File: src/rtl/seq_det_pkg.sv
// seq_det_pkg: shared types, 7-segment code table and BCD helper for the sequence detector path
package seq_det_pkg;

  typedef logic [3:0] bcd_t;
  typedef logic [6:0] seg_t;

  // Active-high segment codes {g,f,e,d,c,b,a} for digits 0..9
  localparam seg_t SEG_DIGIT [10] = '{
    7'h3F, 7'h06, 7'h5B, 7'h4F, 7'h66,
    7'h6D, 7'h7D, 7'h07, 7'h7F, 7'h6F
  };

  localparam seg_t SEG_BLANK = 7'h00;

  // Two-digit BCD +1; the caller handles 99 before calling, so tens never passes 9
  function automatic logic [7:0] bcd2_inc(input logic [7:0] v);
    return (v[3:0] == 4'd9) ? {v[7:4] + 4'd1, 4'd0} : {v[7:4], v[3:0] + 4'd1};
  endfunction

endpackage

File: src/rtl/bcd_to_7seg.sv
// bcd_to_7seg: combinational BCD digit to 7-segment code, non-decimal codes shown blank
module bcd_to_7seg
  import seq_det_pkg::*;
#(
  parameter bit ACTIVE_LOW = 1'b0
) (
  input  bcd_t bcd_i,
  output seg_t seg_o
);

  seg_t code;

  assign code  = (bcd_i > 4'd9) ? SEG_BLANK : SEG_DIGIT[bcd_i];
  assign seg_o = ACTIVE_LOW ? ~code : code;

endmodule

File: src/rtl/match_count_display.sv
// match_count_display: counts match-flag rising edges in two-digit BCD and drives two 7-segment digits
module match_count_display
  import seq_det_pkg::*;
#(
  parameter bit SATURATE       = 1'b0,
  parameter bit BLANK_LEADING  = 1'b0,
  parameter bit SEG_ACTIVE_LOW = 1'b0
) (
  input  logic       clk,
  input  logic       rst,
  input  logic       ena,
  input  logic       clr,
  input  logic       match_in,
  output logic [7:0] count_bcd,
  output logic       ovf,
  output seg_t       disp0,
  output seg_t       disp1
);

  localparam seg_t SEG_OFF   = SEG_ACTIVE_LOW ? ~SEG_BLANK : SEG_BLANK;
  localparam seg_t SEG_ZERO  = SEG_ACTIVE_LOW ? ~SEG_DIGIT[0] : SEG_DIGIT[0];
  localparam seg_t DISP1_RST = BLANK_LEADING ? SEG_OFF : SEG_ZERO;

  logic       match_q, match_qq;
  logic       inc, at_max;
  logic [7:0] count_q, count_d;
  logic       ovf_q, ovf_d;
  seg_t       seg_ones, seg_tens;
  seg_t       disp0_q, disp1_q, disp1_d;

  // A held-high match counts once; ena gates the edge itself, so a masked edge is lost
  assign inc    = match_q & ~match_qq & ena;
  assign at_max = count_q == 8'h99;

  // Next count and sticky overflow; clr outranks a coinciding increment
  always_comb begin
    count_d = clr ? 8'h00 : !inc ? count_q : at_max ? (SATURATE ? 8'h99 : 8'h00) : bcd2_inc(count_q);
    ovf_d   = ~clr & (ovf_q | (inc & at_max));
    disp1_d = (BLANK_LEADING && count_q[7:4] == 4'd0) ? SEG_OFF : seg_tens;
  end

  bcd_to_7seg #(.ACTIVE_LOW(SEG_ACTIVE_LOW)) u_ones (
    .bcd_i (count_q[3:0]),
    .seg_o (seg_ones)
  );

  bcd_to_7seg #(.ACTIVE_LOW(SEG_ACTIVE_LOW)) u_tens (
    .bcd_i (count_q[7:4]),
    .seg_o (seg_tens)
  );

  // Two-flop edge history of the (possibly combinational) match flag; clr leaves it alone
  always_ff @(posedge clk or negedge rst) begin
    if (!rst) begin
      match_q  <= 1'b0;
      match_qq <= 1'b0;
    end else begin
      match_q  <= match_in;
      match_qq <= match_q;
    end
  end

  // Count and overflow state
  always_ff @(posedge clk or negedge rst) begin
    if (!rst) begin
      count_q <= 8'h00;
      ovf_q   <= 1'b0;
    end else begin
      count_q <= count_d;
      ovf_q   <= ovf_d;
    end
  end

  // Display registers follow the registered count one clock later
  always_ff @(posedge clk or negedge rst) begin
    if (!rst) begin
      disp0_q <= SEG_ZERO;
      disp1_q <= DISP1_RST;
    end else begin
      disp0_q <= seg_ones;
      disp1_q <= disp1_d;
    end
  end

  assign count_bcd = count_q;
  assign ovf       = ovf_q;
  assign disp0     = disp0_q;
  assign disp1     = disp1_q;

endmodule

File: config.mk
export PLATFORM = sky130hd
export DESIGN_NAME = match_count_display
export DESIGN_NICKNAME = d
export VERILOG_FILES = /design/src/rtl/seq_det_pkg.sv /design/src/rtl/bcd_to_7seg.sv /design/src/rtl/match_count_display.sv
export SDC_FILE = /design/constraint.sdc
export NUM_CORES = 1
export LEC_CHECK = 0
export CAP_MARGIN = 5
export CORE_MARGIN = 2
export CORE_UTILIZATION = 50
export DETAILED_ROUTE_END_ITERATION = 8
export PLACE_DENSITY_LB_ADDON = 0.2
export REMOVE_ABC_BUFFERS = 1
export SYNTH_ARGS = -nofsm -noshare
export SYNTH_HDL_FRONTEND = slang
export SYNTH_SLANG_ARGS = --single-unit
export TNS_END_PERCENT = 20
File: constraint.sdc
create_clock -name clk -period 1.8 [get_ports clk]
set_input_delay 0.18 -clock clk [delete_from_list [all_inputs] [get_ports clk]]
set_output_delay 0.18 -clock clk [all_outputs]
set_load 0.03 [all_outputs]
==> results.md, run 1 <==
- Endpoint type of the worst setup path: output port
- Post-route cell area: ~1700 sq um
- Tmin final: between 1.5 and 2 ns
- Clock Latency Late Sink: between 0.3 and 0.4 ns
- Crit Path Max Fanout: 6
- Mapped Cells: around 130
- Post-synth top flop: dfrtp_1
- Worst r2r path cells: 5
- Routability cong.: 0.890
- Number of synthesized flops with an enable pin: 0
- FF-to-FF Start: count_bcd[1]
- GR peak layer: met2
- Fin crit share: 0.951
- Reg-to-reg slack, setup: between 0.1 and 0.15 ns
- Final Max Tran Viols: 0
- Wire per inst: 14.3 um
- Vias per cell: around 5.5
- Library cells used by synthesis: 34
- Worst-Margin Slew: between 0.3 and 0.4 ns
- GRT Resource Usage Total: 0.189
- Yosys Warn Count: 0
- Final Skew: between 0.0015 and 0.002 ns
- Met1 Use GR: 0.250
- Die width: roughly 56 um
- Starting Density: 0.533
- Clock tree buffer depth: 2
- Share of post-route cells with drive strength above 1: 0.176
- Setup violators final: 0
- Synth Register Bits: 25
- Cell area after synthesis: about 1300 sq um
- Residual DRC: 0
- Vias in the first global route: between 1000 and 1500
- Critical path launch point type: register
- Iter 0 DRT Violations: 62
- Placed instance area: ~1700 sq um
- Fillcell total: 191
- Status: finished clean
- Post-synthesis sequential area ratio: 0.476
- # port buffers: 27
- Inserted Clock Buffers: 3
- Nets: around 180
- Routing usage on met3: 0.0326
- Hold Fails Final Rpt: 0
- Dpl hpwl: between 2 and 2.5 mm
- IO Count: 28
- Area Growth Syn to Fin: 27.7%
- N_diodes: 0
- RSZ-0062 raised after global routing: false
- Highest Clock Rate: 584 MHz
- First-pass GRT wire length: between 4 and 5 mm
- CP required: approximately 1.6 ns
- M2 GR Usage: 0.315
- Power density over cell area: 568 nW/um^2
- HP Class: in2async
- Worst-path clk slew: between 0.1 and 0.15 ns
- Worst VDD drop: 0.524 mV
- Die ar.: about 3100 sq um
- Clk sinks: 25
- GRT overflow: 0
- Post CTS Setup Buffer Count: 0
- ANT nets after route: 0
- Initial antenna violation count: 0
- Leakage power total: between 0.0007 and 0.0008 uW
- Max-cap violations: 0
- Max-Slew Margin vs Limit: 0.753
- CTS tree: yes
- WS Path Type: reg2out
- WP data arrival: between 1.5 and 2 ns
- CTS root buf: clkbuf_4
- H-tree levels: 1
- WL final: around 2.8 mm
- Die Y: roughly 56 um
- Total Power: between 900 and 1000 uW
- TritonRoute pass-1 iters: 4
- Async S/R FF share, synth: 1.00
- Largest net degree at the start of global routing: 26
- Post-synthesis average cell area: around 10 sq um
- CTS Hold Bufs: 0
- Via count: about 1100
- Reg2Reg Capture Point: count_bcd[7]
- Core Box Area: between 2000 and 3000 sq um
- Cell row count: 18
-- cells in the mapped netlist, drive strengths merged (4+ instances only) --
master   n  area share
inv      8       0.022
dfstp   12        0.23
clkbuf   6       0.017
ha      13        0.12
o21ai   11       0.041
nand2    5       0.014
nand3    4       0.015
a31oi    4       0.019
o21a     4       0.022
a21oi   13       0.048
nor2     7       0.020
dfrtp   13        0.24
-- routing by layer --
| metal | part of all wire | vias to the layer above | wire (um) |
|---|---|---|---|
| met1 | 0.45 | 503 | 1270 |
| met5 | 0 | - | 0 |
| met4 | 0.014 | 0 | 38 |
| met2 | 0.47 | 36 | 1320 |
| met3 | 0.060 | 5 | 169 |
| li1 | - | 530 | - |
-- through the flow --
step	hold WS, ns	std cells	utilization	TNS [ns]	setup WS [ns]
4_1_cts	0.207	195	0.680	0	0.0432
3_3_place_gp	0.380	191	0.670	0	0.173
2_1_floorplan	-0.116	123	-	-0.254	-0.108
6_report	0.203	195	0.681	0	0.0887
3_5_place_dp	0.408	191	0.670	0	0.132
5_1_grt	0.230	195	0.681	0	0.0299
-- critical path: stages (launching register included) --
cell and delay, ns:
dfrtp_1 0.40, buf_4 0.15, clkdlybuf4s50_1 0.67
-- power breakdown --
group | internal (uW) | total, uW | leakage, uW | switching [uW]
Combinational | 51.5 | 128 | 0.000439 | 76.9
Clock | 86.7 | 250 | 0.0000150 | 163
Sequential | 585 | 598 | 0.000302 | 12.6
Total | 724 | 976 | 0.000756 | 252
-- how the worst max path moves through the flow --
stage                             from            to  slack [ns]
after floorplan           count_bcd[1]  count_bcd[7]       -0.11
after global placement             ena  count_bcd[4]        0.17
after detailed placement           ena  count_bcd[4]        0.13
after CTS                 count_bcd[3]  count_bcd[3]        0.04
after global routing      count_bcd[1]  count_bcd[7]        0.03
final                     count_bcd[0]  count_bcd[0]        0.09
-- sequential cells by signal (all words and copies together), names as in the netlist --
name / count
disp1: 7
match_q: 1
count_bcd: 8
disp0: 7
ovf: 1
match_qq: 1
-- cell type report --
cell class / instances / area [sq um] / area share
sequential: 25 / 641 / 0.373
clock buffer: 4 / 26.3 / 0.0153
timing repair buffer: 38 / 354 / 0.206
tap: 30 / 37.5 / 0.0218
multi-input combinational: 90 / 629 / 0.366
inverter: 8 / 30.0 / 0.0175
-- cells by family (layout without fill, tap and decap cells) --
group	Yosys count	count (layout)	synth area share
AO/OA/AOI/OAI	42	42	0.187
buffers and inverters	17	50	0.0558
adder cells (fa/ha/maj)	13	13	0.121
flip-flops	25	25	0.476
AND/OR/NAND/NOR	35	35	0.160
-- cells in the final DEF (no fill, tap or decap) --
| cell type | instances |
|---|---|
| dlymetal6s2s_1 | 1 |
| nor2b_1 | 3 |
| nand2b_1 | 3 |
| and3b_2 | 1 |
| o21bai_1 | 1 |
| nand2_1 | 5 |
| o22ai_1 | 3 |
| or3_1 | 1 |
| nor2_1 | 7 |
| nand3b_1 | 1 |
| clkbuf_4 | 3 |
| a221oi_1 | 2 |
| o21a_1 | 4 |
| or4_1 | 3 |
| clkbuf_1 | 1 |
| ha_1 | 13 |
| a31oi_1 | 4 |
| nand4_1 | 1 |
| and3b_1 | 2 |
| inv_1 | 8 |
| nand3b_4 | 1 |
| buf_4 | 11 |
| and2_1 | 1 |
| clkdlybuf4s50_1 | 25 |
| dlygate4sd2_1 | 1 |
| o31a_1 | 1 |
| or2b_2 | 1 |
| o21ai_0 | 10 |
| a21oi_1 | 13 |
| dfstp_2 | 12 |
| o211ai_1 | 2 |
| nor3b_1 | 1 |
| a31o_1 | 1 |
| o21ai_1 | 1 |
| dfrtp_1 | 13 |
| nand3_1 | 4 |
-- what timing repair did --
item,CTS,global route
pin swaps,0,0
gates cloned,0,0
endpoints found under the setup margin,1,1
endpoints found under the hold margin,0,0
resized for setup,1,1
No activity file was read; power rests on OpenSTA's default activity.
==> inputs of run 2 (changes only) <==
- SKIP_CTS_REPAIR_TIMING: not set -> 1
==> results.md, run 2 (synthesized netlist as in run 1, its figures left out) <==
- Status: finished clean
- Clock tree buffer depth: 2 (unchanged)
- Core Util, Final: 0.682 (+0.000992)
- WS Path Type: reg2out
- Largest register FFs: 8 (unchanged)
- Clock Latency Late Sink: 0.32 ns (about the same)
- Clk sinks: 25 (unchanged)
- Worst-Margin Slew: 0.344 ns (-0.0263 ns)
- Share of post-route cells with drive strength above 1: 0.182 (+0.00606)
- Nets: 184 (unchanged)
- Final Max Tran Viols: 0 (unchanged)
- ANT nets after route: 0 (unchanged)
- Final setup margin: 0.0807 ns (-0.00793 ns)
- Iter 0 DRT Violations: 60 (-3.2%)
- Place WS: 0.132 ns (unchanged)
- Worst r2r path cells: 5 (unchanged)
- Power density over cell area: 569 nW/um^2 (+0.18%)
- Via count: 1072 (-0.19%)
- Commonest non-fill, non-tap cell in the layout: clkdlybuf4s50_1
- TritonRoute pass-1 iters: 4 (unchanged)
- Residual DRC: 0 (unchanged)
- Tmin final: 1.72 ns (+0.00793 ns)
- GRT Resource Usage Total: 0.189 (unchanged)
- Setup violators final: 0 (unchanged)
- Routability cong.: 0.890 (unchanged)
- IO Count: 28 (unchanged)
- Area Growth Syn to Fin: 27.9%
- Fin crit share: 0.955 (+0.00441)
- Worst path bufs/invs: 1 (-1)
- Slowest stage delay, CP: 0.71 ns (+0.04 ns)
- Highest Clock Rate: 582 MHz (-0.46%)
- First-pass GRT wire length: 4.66 mm (unchanged)
- Leakage power total: 0.000751 uW (-0.74%)
- Worst path cell trace: clkdlybuf4s50_1
- Cell row count: 18 (unchanged)
- Vias per cell: 5.50 (-0.19%)
- Wire per inst: 14.3 um (-0.14%)
- Reg-to-reg slack, setup: 0.13 ns (about the same)
- RSZ-0062 raised after global routing: false
- Largest net degree at the start of global routing: 26 (unchanged)
- Dpl hpwl: 2.04 mm (unchanged)
- Die Y: 55.9 um (unchanged)
- Reg2Reg Capture Point: count_bcd[7]
- CP max stage cell: clkdlybuf4s50_1
- Worst VDD drop: 0.528 mV (+0.85%)
- Die ar.: 3120 sq um (unchanged)
- CTS tree: yes
- HP Class: in2async
- # port buffers: 27 (unchanged)
- N_diodes: 0 (unchanged)
- WL final: 2.79 mm (-0.14%)
- Worst path top cell family by delay: buffers and inverters
- Starting Density: 0.533 (unchanged)
- CP required: 1.62 ns (about the same)
- Inserted Clock Buffers: 3 (unchanged)
- Core Box Area: 2520 sq um (unchanged)
- FF-to-FF Start: count_bcd[1]
- Critical path launch point type: register
- Hold Fails Final Rpt: 0 (unchanged)
- H-tree levels: 1 (unchanged)
- Initial antenna violation count: 0 (unchanged)
- Die width: 55.9 um (unchanged)
- Worst-path clk slew: 0.13 ns (about the same)
- CTS root buf: clkbuf_4
- Vias in the first global route: 1026 (unchanged)
- Endpoint type of the worst setup path: output port
- Max-cap violations: 0 (unchanged)
- Crit Path Max Fanout: 14 (+8)
- Max-Slew Margin vs Limit: 0.770 (+0.0168)
- Most frequent cells in the layout: clkdlybuf4s50_1 (26), a21oi_1 (13), ha_1 (13)
- WP data arrival: 1.54 ns (about the same)
- GRT overflow: 0 (unchanged)
- Final Skew: 0.00282 ns (+0.000996 ns)
run 2: changes by cell type in the layout (fill, tap and decap cells not counted):
cell and change:
dlygate4sd2_1 -1, dfrtp_1 -1, clkdlybuf4s50_1 +1, dfrtp_2 +1
run 2: cell type report:
type,instances,area [sq um]
Multi-Input combinational cell,90,629
Clock buffer,4,26.3
Inverter,8,30.0
Tap cell,30,37.5
Sequential cell,25,642
Timing Repair Buffer,38,355
Fill cell,194,802
run 2: worst max path at each step:
stage | startpoint | to | slack, ns | cells past startpoint
after global placement | ena | count_bcd[4] | 0.17 | 5
final | count_bcd[7] | count_bcd[7] | 0.08 | 1
after global routing | count_bcd[1] | count_bcd[7] | 0.02 | 5
after detailed placement | ena | count_bcd[4] | 0.13 | 5
after floorplan | count_bcd[1] | count_bcd[7] | -0.11 | 5
after CTS | count_bcd[7] | count_bcd[7] | -0.04 | 1
run 2: stage by stage:
| step | TNS [ns] | area, sq um | hold slack (ns) | instances | power, uW |
|---|---|---|---|---|---|
| after floorplan | -0.254 | 1300 | -0.116 | 123 | 670 |
| after global placement | 0 | 1690 | 0.380 | 191 | 733 |
| after detailed placement | 0 | 1690 | 0.408 | 191 | 739 |
| after CTS | -0.0440 | 1720 | 0.207 | 195 | 994 |
| after global routing | 0 | 1720 | 0.230 | 195 | 1020 |
| final | 0 | 1720 | 0.202 | 195 | 979 |
run 2: layer usage:
layer  track usage  wire length (um)  share of wire  up-vias
met5             0                 0              0        -
li1              -                 -              -      530
met4        0.0680                38          0.014        0
met2         0.315              1320           0.47       39
met1         0.250              1250           0.45      498
met3        0.0326               182          0.065        5
run 2: power breakdown:
group / switching (uW) / internal, uW / total [uW]
logic: 77.0 / 53.0 / 130
clock network: 164 / 86.8 / 251
registers: 12.7 / 586 / 599
total: 254 / 726 / 979
